$ cat config.mk
export PLATFORM = sky130hd
export DESIGN_NAME = alu_mem_sequencer
export DESIGN_NICKNAME = d
export VERILOG_FILES = /design/src/rtl/alu_pkg.sv /design/src/rtl/alu_core.sv /design/src/rtl/alu_mem_sequencer.sv
export SDC_FILE = /design/constraint.sdc
export NUM_CORES = 1
export LEC_CHECK = 0
export BUFFER_PORTS_ARGS = -buffer_cell sky130_fd_sc_hd__buf_2
export CAP_MARGIN = 20
export CORE_MARGIN = 3
export CORE_UTILIZATION = 59
export CTS_CLUSTER_DIAMETER = 30
export DETAILED_ROUTE_END_ITERATION = 12
export PLACE_DENSITY = 0.84
export SYNTH_ARGS = -nofsm -noshare
export SYNTH_HDL_FRONTEND = slang
export SYNTH_SLANG_ARGS = --single-unit
$ cat constraint.sdc
create_clock -name clock -period 3.85 [get_ports clock]
set_clock_uncertainty 0.2 [all_clocks]
set_input_delay 0.5775 -clock clock [delete_from_list [all_inputs] [get_ports clock]]
set_output_delay 0.5775 -clock clock [all_outputs]
set_load 0.01 [all_outputs]
$ cat src/rtl/alu_pkg.sv
// Shared constants and enumerations for the ALU/memory operand sequencer.
package alu_pkg;

  localparam int DATA_W = 15;  // operand/result width, equal to the memory word
  localparam int ADDR_W = 4;   // memory address width
  localparam int DEPTH  = 8;   // valid entries; addresses >= DEPTH are illegal

  typedef enum logic [2:0] {
    OP_ADD = 3'd0,
    OP_SUB = 3'd1,
    OP_AND = 3'd2,
    OP_OR  = 3'd3,
    OP_XOR = 3'd4,
    OP_NOT = 3'd5,
    OP_SHL = 3'd6,
    OP_SHR = 3'd7
  } opcode_t;

  typedef enum logic [2:0] {
    IDLE = 3'd0,
    RD_A = 3'd1,
    RD_B = 3'd2,
    EXEC = 3'd3,
    WB   = 3'd4
  } state_t;

endpackage

$ cat src/rtl/alu_core.sv
// Purely combinational ALU: eight operations mod 2^DATA_W plus a carry/borrow flag.
module alu_core import alu_pkg::*; #(
  parameter int DATA_W = alu_pkg::DATA_W
) (
  input  logic [DATA_W-1:0] a,
  input  logic [DATA_W-1:0] b,
  input  opcode_t           opcode,
  output logic [DATA_W-1:0] y,
  output logic              carry
);

  logic [DATA_W:0] ext;

  // Operation decode; the extra top bit of ext is the carry out / borrow.
  always_comb begin
    ext   = '0;
    y     = '0;
    carry = 1'b0;
    case (opcode)
      OP_ADD: begin
        ext   = {1'b0, a} + {1'b0, b};
        y     = ext[DATA_W-1:0];
        carry = ext[DATA_W];
      end
      OP_SUB: begin
        ext   = {1'b0, a} - {1'b0, b};
        y     = ext[DATA_W-1:0];
        carry = ext[DATA_W];  // set exactly when a < b
      end
      OP_AND: y = a & b;
      OP_OR:  y = a | b;
      OP_XOR: y = a ^ b;
      OP_NOT: y = ~a;
      OP_SHL: begin
        y     = {a[DATA_W-2:0], 1'b0};
        carry = a[DATA_W-1];
      end
      OP_SHR: begin
        y     = {1'b0, a[DATA_W-1:1]};
        carry = a[0];
      end
      default: ;
    endcase
  end

endmodule

$ cat src/rtl/alu_mem_sequencer.sv
// Operand sequencer: reads A and B from the register memory, runs the ALU,
// and writes the result back. Sole master of the memory read/write ports.
module alu_mem_sequencer import alu_pkg::*; #(
  parameter int DATA_W = alu_pkg::DATA_W,
  parameter int ADDR_W = alu_pkg::ADDR_W,
  parameter int DEPTH  = alu_pkg::DEPTH
) (
  input  logic              clock,
  input  logic              reset_n,
  input  logic              start,
  input  logic [2:0]        opcode,
  input  logic [ADDR_W-1:0] src_a,
  input  logic [ADDR_W-1:0] src_b,
  input  logic [ADDR_W-1:0] dst,
  output logic              busy,
  output logic              done,
  output logic              err,
  output logic [DATA_W-1:0] result,
  output logic              zero,
  output logic              carry,
  output logic [DATA_W-1:0] mem_data,
  output logic [ADDR_W-1:0] mem_w_addr,
  output logic [ADDR_W-1:0] mem_r_addr,
  output logic              mem_wen,
  output logic              mem_ren,
  input  logic [DATA_W-1:0] mem_q
);

  function automatic logic addr_bad(input logic [ADDR_W-1:0] a);
    return int'(a) >= DEPTH;
  endfunction

  state_t              state_q, state_d;
  opcode_t             op_q;
  logic [ADDR_W-1:0]   src_b_q, dst_q;
  logic [DATA_W-1:0]   op_a_q, result_q, mem_data_q;
  logic [ADDR_W-1:0]   mem_w_addr_q, mem_r_addr_q;
  logic                done_q, err_q, zero_q, carry_q, mem_wen_q, mem_ren_q;
  logic                accept, bad;
  logic [DATA_W-1:0]   alu_y;
  logic                alu_c;

  assign accept = (state_q == IDLE) && start;
  assign bad    = addr_bad(src_a) || addr_bad(src_b) || addr_bad(dst);

  // Next-state: an illegal request never leaves IDLE.
  always_comb begin
    state_d = state_q;
    case (state_q)
      IDLE:    if (accept && !bad) state_d = RD_A;
      RD_A:    state_d = RD_B;
      RD_B:    state_d = EXEC;
      EXEC:    state_d = WB;
      WB:      state_d = IDLE;
      default: state_d = IDLE;
    endcase
  end

  // State register.
  always_ff @(posedge clock or negedge reset_n) begin
    if (!reset_n) state_q <= IDLE;
    else          state_q <= state_d;
  end

  // Request latch plus done/err; src_a lives in mem_r_addr_q during RD_A.
  always_ff @(posedge clock or negedge reset_n) begin
    if (!reset_n) begin
      op_q    <= OP_ADD;
      src_b_q <= '0;
      dst_q   <= '0;
      done_q  <= 1'b0;
      err_q   <= 1'b0;
    end else begin
      done_q <= (state_q == WB) || (accept && bad);
      if (accept) begin
        op_q    <= opcode_t'(opcode);
        src_b_q <= src_b;
        dst_q   <= dst;
        err_q   <= bad;
      end
    end
  end

  // Operand A capture and result/flag registers.
  always_ff @(posedge clock or negedge reset_n) begin
    if (!reset_n) begin
      op_a_q   <= '0;
      result_q <= '0;
      zero_q   <= 1'b0;
      carry_q  <= 1'b0;
    end else begin
      if (state_q == RD_B) op_a_q <= mem_q;
      if (state_q == EXEC) begin
        result_q <= alu_y;
        zero_q   <= (alu_y == '0);
        carry_q  <= alu_c;
      end
    end
  end

  // Memory-side outputs are registered so start/addresses never reach them
  // combinationally; addresses and data hold when the port is idle.
  always_ff @(posedge clock or negedge reset_n) begin
    if (!reset_n) begin
      mem_ren_q    <= 1'b0;
      mem_wen_q    <= 1'b0;
      mem_r_addr_q <= '0;
      mem_w_addr_q <= '0;
      mem_data_q   <= '0;
    end else begin
      mem_ren_q <= (state_d == RD_A) || (state_d == RD_B);
      mem_wen_q <= (state_d == WB);
      if (state_q == IDLE && state_d == RD_A) mem_r_addr_q <= src_a;
      if (state_q == RD_A)                    mem_r_addr_q <= src_b_q;
      if (state_q == EXEC) begin
        mem_w_addr_q <= dst_q;
        mem_data_q   <= alu_y;
      end
    end
  end

  alu_core #(.DATA_W(DATA_W)) u_alu (
    .a      (op_a_q),
    .b      (mem_q),
    .opcode (op_q),
    .y      (alu_y),
    .carry  (alu_c)
  );

  assign busy       = (state_q != IDLE);
  assign done       = done_q;
  assign err        = err_q;
  assign result     = result_q;
  assign zero       = zero_q;
  assign carry      = carry_q;
  assign mem_data   = mem_data_q;
  assign mem_w_addr = mem_w_addr_q;
  assign mem_r_addr = mem_r_addr_q;
  assign mem_wen    = mem_wen_q;
  assign mem_ren    = mem_ren_q;

endmodule

-- Word-level counts from Yosys, hierarchy flattened
Cells that the tools add are included.
- word-level logic and storage cells: 57
- latch bits: 0
- ROM bits: 0
- bits of input ports: 33
- bits in writable memories: 0
- bits in registers: 58
- memories kept: 0
- divide/modulo/power cells: 0
- multiply operators: 0
- order comparisons: 3
- reduce and logical (&&, ||, !) cells: 14
- $add $sub $neg: 2
- mux-type cells: 6
- bitwise logic cells: 4
- shift-type cells: 0
- equality and inequality tests: 14
- operator list (kind ; count):
    $pmux 15 s8 ; 1
    $eq 3x3->1 const B ; 6
    $add 15x15->16 ; 1
    $sub 15x15->16 ; 1
    $and 15x15->15 ; 1
    $eq 3x2->1 const B ; 5
    $logic_not 15->1 ; 1
    $not 15->15 ; 1
    $or 15x15->15 ; 1
    $xor 15x15->15 ; 1
    $ge 4x4->1 const B ; 3
    $pmux 3 s4 ; 1
    $eq 3x1->1 const B ; 3
    $mux 4 ; 2
    $logic_not 3->1 ; 2
    $logic_and 1x1->1 ; 4
    $logic_or 1x1->1 ; 4
    $pmux 1 s4 ; 1
    $mux 3 ; 1
    $reduce_bool 3->1 ; 1
    $reduce_bool 2->1 ; 1
    $logic_not 1->1 ; 1

-- Logic depth before layout (Yosys ltp)
- depth after elaboration: 11
- depth in mapped cells: 11
- gate-level depth less buffers: 11

-- Modules after synthesis
From an unflattened synthesis, not the netlist that was laid out.
- cells, all modules: 620
- area, all modules: 5041.1 sq um
- modules (own cells, without submodules) (module ; cells an instance ; area each (sq um) ; times used ; seq. area each (sq um)):
    alu_core ; 392 ; 2655.0 ; 1 ; 0.0
    alu_mem_sequencer ; 228 ; 2386.0 ; 1 ; 1451.4

-- Worst setup path after synthesis
OpenSTA, ideal clock, no wires.
- kind: in2reg
- from: input port mem_q[0]
- to: register zero_q (netlist: zero)
- setup slack: 0.815 ns
- arrival: 2.743 ns
- library setup time: 0.092 ns
- stages on the path: 10
- buffers on the path: 0
- required time: 3.558 ns
- cell sequence: ha_1 > fa_1 > a211oi_1 > o21a_1 > o31ai_4 > mux2i_1 > a32o_1 > nor4b_2 > nand4_1 > o31ai_2
- longest elaborated chain between the ends: 3
- elaborated cells on any way between the ends: 7
- classes of those cells: add/sub (2); mux (1); bitwise (3); reduce/logical (1)
- RTL lines (item ; line ; text):
    from (decl) ; alu_mem_sequencer.sv:26 ; input logic [DATA_W-1:0] mem_q
    $sub 15x15->16, or another cell as far along ; alu_core.sv:26 ; ext = {1'b0, a} - {1'b0, b};
    $pmux 15 s8 * ; alu_core.sv:19 ; case (opcode)
    $logic_not 15->1 * ; alu_mem_sequencer.sv:95 ; zero_q <= (alu_y == '0);
    to (signal assigned) ; alu_mem_sequencer.sv:95 ;
    to (decl) ; alu_mem_sequencer.sv:38 ; logic done_q, err_q, zero_q, carry_q, mem_wen_q, mem_ren_q;
Mark *: on every way between the ends. The rest lies on a longest branch, timed or not.
A chain may end at the register's enable or synchronous reset.

-- Worst setup path after layout
- from: register op_a_q[0]
- to: register mem_data_q[14] (netlist: mem_data[14])
- longest elaborated chain between the ends: 2
- elaborated cells on any way between the ends: 3
- classes of those cells: add/sub (2); mux (1)
- RTL lines (item ; line ; text):
    from (decl) ; alu_mem_sequencer.sv:36 ; logic [DATA_W-1:0] op_a_q, result_q, mem_data_q;
    from (signal assigned) ; alu_mem_sequencer.sv:92 ; if (state_q == RD_B) op_a_q <= mem_q;
    $sub 15x15->16 / $add 15x15->16 (equally long branches) ; alu_core.sv:26, alu_core.sv:21 ;
    $pmux 15 s8 * ; alu_core.sv:19 ;
    to (signal assigned) ; alu_mem_sequencer.sv:117 ; mem_data_q <= alu_y;
    to (decl) ; alu_mem_sequencer.sv:36 ;
Marks and branches as above.

==> reports/results.tsv <==
metric	value	unit
run_status	finished clean	
die_area	9870	sq um
area_growth	9.91	%
synthAdderAreaFrac	0.117	
routed_via_density	6.30	
drc_errors	0	
synth_top_cell_by_area	dfrtp_1	
synth.net_count	699	
antenna_found_initial	0	
startpoint_type	flop	
synth-simple-area-share	0.185	
slew_headroom	0.491	
clockBufferDepth	2	
fillers	719	
rsz0062_at_grt	no	
reg2reg_depth	11	
period_minus_slack	3450	ps
path_class	reg -> reg	
gp_congestion	1.00	
syn_inst	619	
track_usage	0.300	
wl_per_cell	19.1	um
drive_gt1_frac	0.208	
setup_viol	0	
nets	749	
muxShareOfSynthArea	0.0642	
portBuffers	77	
final_antenna_net_count	0	
hpwlAfterDp	11.1	mm
netlist_top_cells_area	dfrtp_1, ha_1, nand2_1	
vias	4904	
clock_latency	350	ps
seqCellArea	1450	sq um
finalCritPeriodShare	0.895	
synth_xor_area_frac	0.0119	
grt_pass1_wl	23.7	mm
cts_tree	done	
synth_area	5140	sq um
cts_buffers	9	
hold_class	in -> async	
multi_input_area	3170	sq um
crit-reg2reg-capture	mem_data[14]$_DFFE_PN0P_	
crit_arrival	3530	ps
dr.pass1.iters	5	
die_w	99.4	um
ctsResizeCount	0	
cts_root_buf	clkbuf_8	
syn_avg_cell_area	8.31	sq um
finalHoldViolCount	0	
ys_seq_area_frac	0.282	
antenna_cells	0	
regToRegStartpoint	op_a_q[0]$_DFFE_PN0N_	
clock_sinks	58	
fmax	290	MHz
rows	33	
drv_cap	0	
ir_worst_vdd	0.458	mV
cp.required	3930	ps
drt_wl_total	14.9	mm
ys_types	81	
ios	78	
holdWs	100	ps
htreeDepth	3	
synth_edf_count	0	
grt_pass1_vias	4631	
worst_pin_slew	764	ps
overflow	0	
synth-seq-cells	58	
post-cts-setup-buffers	0	
slew_violations	0	
layout_common_cells	buf_2, nand2_1, dfrtp_1, o21ai_0, inv_1	
drtIter0Drc	354	
crit_fanout	6	
start_util	0.616	
die_y	99.4	um
p_per_area	953	nW/um^2
end_kind	flop	
synth.top_cell.area_share	0.282	
coreArea	8340	sq um
postSynth.asyncResetShare	1.00	
cts.clk_slew.worst_paths	70	ps
r2r_slack	400	ps
p_leak	2.71	nW
synth_compound_area_frac	0.238	
grt_max_degree	33	
synthFlopType	dfrtp_1	
final_common_cell	buf_2	
synth_top_family_by_area	compound AO/OA/AOI/OAI gates	
yosys_warnings	0	
tns	0	ps
ctsHoldBuffers	0	
==> cells by family (layout without fill, tap and decap cells) <==
logic type / after synthesis / count (layout)
flops: 58 / 58
compound gates: 179 / 179
simple gates: 197 / 197
buf+inv: 104 / 159
mux: 27 / 27
xor+xnor: 7 / 7
fa+ha+maj: 47 / 47
==> Yosys cell counts (6+ instances only) <==
library cell  number
o221ai_1           7
nand2_1           74
mux2i_1            9
nor2_1            46
o22ai_1            6
nor2b_1           10
buf_2              9
mux2_2            12
a21oi_1           31
buf_4             19
ha_1              45
a31oi_1            6
buf_6              6
clkbuf_1          13
dfrtp_1           58
o31ai_1            6
nand3_1            8
inv_1             50
nor3_1            16
a211oi_1          10
o21ai_0           51
==> how the worst max path moves through the flow <==
| stage | from | end | slack (ps) |
|---|---|---|---|
| 2_1_floorplan | mem_q[0] | zero$_DFFE_PN0P_ | 820 |
| 3_3_place_gp | mem_q[0] | mem_data[14]$_DFFE_PN0P_ | 410 |
| 3_5_place_dp | mem_q[0] | mem_data[14]$_DFFE_PN0P_ | 340 |
| 4_1_cts | op_a_q[0]$_DFFE_PN0N_ | mem_data[14]$_DFFE_PN0P_ | 500 |
| 5_1_grt | op_a_q[0]$_DFFE_PN0N_ | zero$_DFFE_PN0P_ | 290 |
| 6_report | op_a_q[0]$_DFFE_PN0N_ | mem_data[14]$_DFFE_PN0P_ | 400 |
==> state kept, by name, indices dropped and copies added, names as in the netlist <==
name and flops:
src_b_q 4, state_q 3, mem_data 15, mem_w_addr 4, carry 1, dst_q 4, zero 1, op_a_q 15
mem_r_addr 4, done 1, mem_wen 1, op_q 3, mem_ren 1, err 1
==> through the flow <==
stage               total power, mW   util  cells  cell area, sq um  worst slack [ps]
finish                         5.38  0.677    779              5650               405
global route                   5.77  0.677    779              5650               290
CTS                            5.31  0.677    779              5650               502
detailed placement             4.69  0.653    763              5450               344
global placement               4.59  0.653    763              5450               414
floorplan                      3.81      -    619              5140               815
==> critical path, stage by stage (launching register included) <==
cell       delay (ps)
dfrtp_1           460
inv_1             110
ha_1              230
fa_1              420
nor2_1            250
o311a_1           240
o2111ai_1         220
a211oi_1          360
a211o_1           160
mux2_1            330
o22ai_2           210
mux2_2            190
==> cell type report <==
class,count,share of cell area
inverters,54,0.0359
clock inverters,4,0.00886
clock buffers,12,0.0275
flip-flops and latches,58,0.257
well taps,105,0.0233
repair buffers,89,0.0864
multi-input cells,457,0.561
==> per-layer routing <==
metal / track usage / share of wire / routed length, um
met5: 0 / 0 / 0
met4: 0.0914 / 0.021 / 309
met3: 0.0519 / 0.087 / 1300
met2: 0.492 / 0.47 / 6940
met1: 0.406 / 0.43 / 6330
==> power breakdown <==
| part | total (mW) | internal [mW] | switching [mW] |
|---|---|---|---|
| sequential | 1.24 | 0.897 | 0.339 |
| clock | 0.600 | 0.333 | 0.267 |
| combinational | 3.55 | 1.39 | 2.16 |
Note: power is estimated with default switching activity, not from simulation.
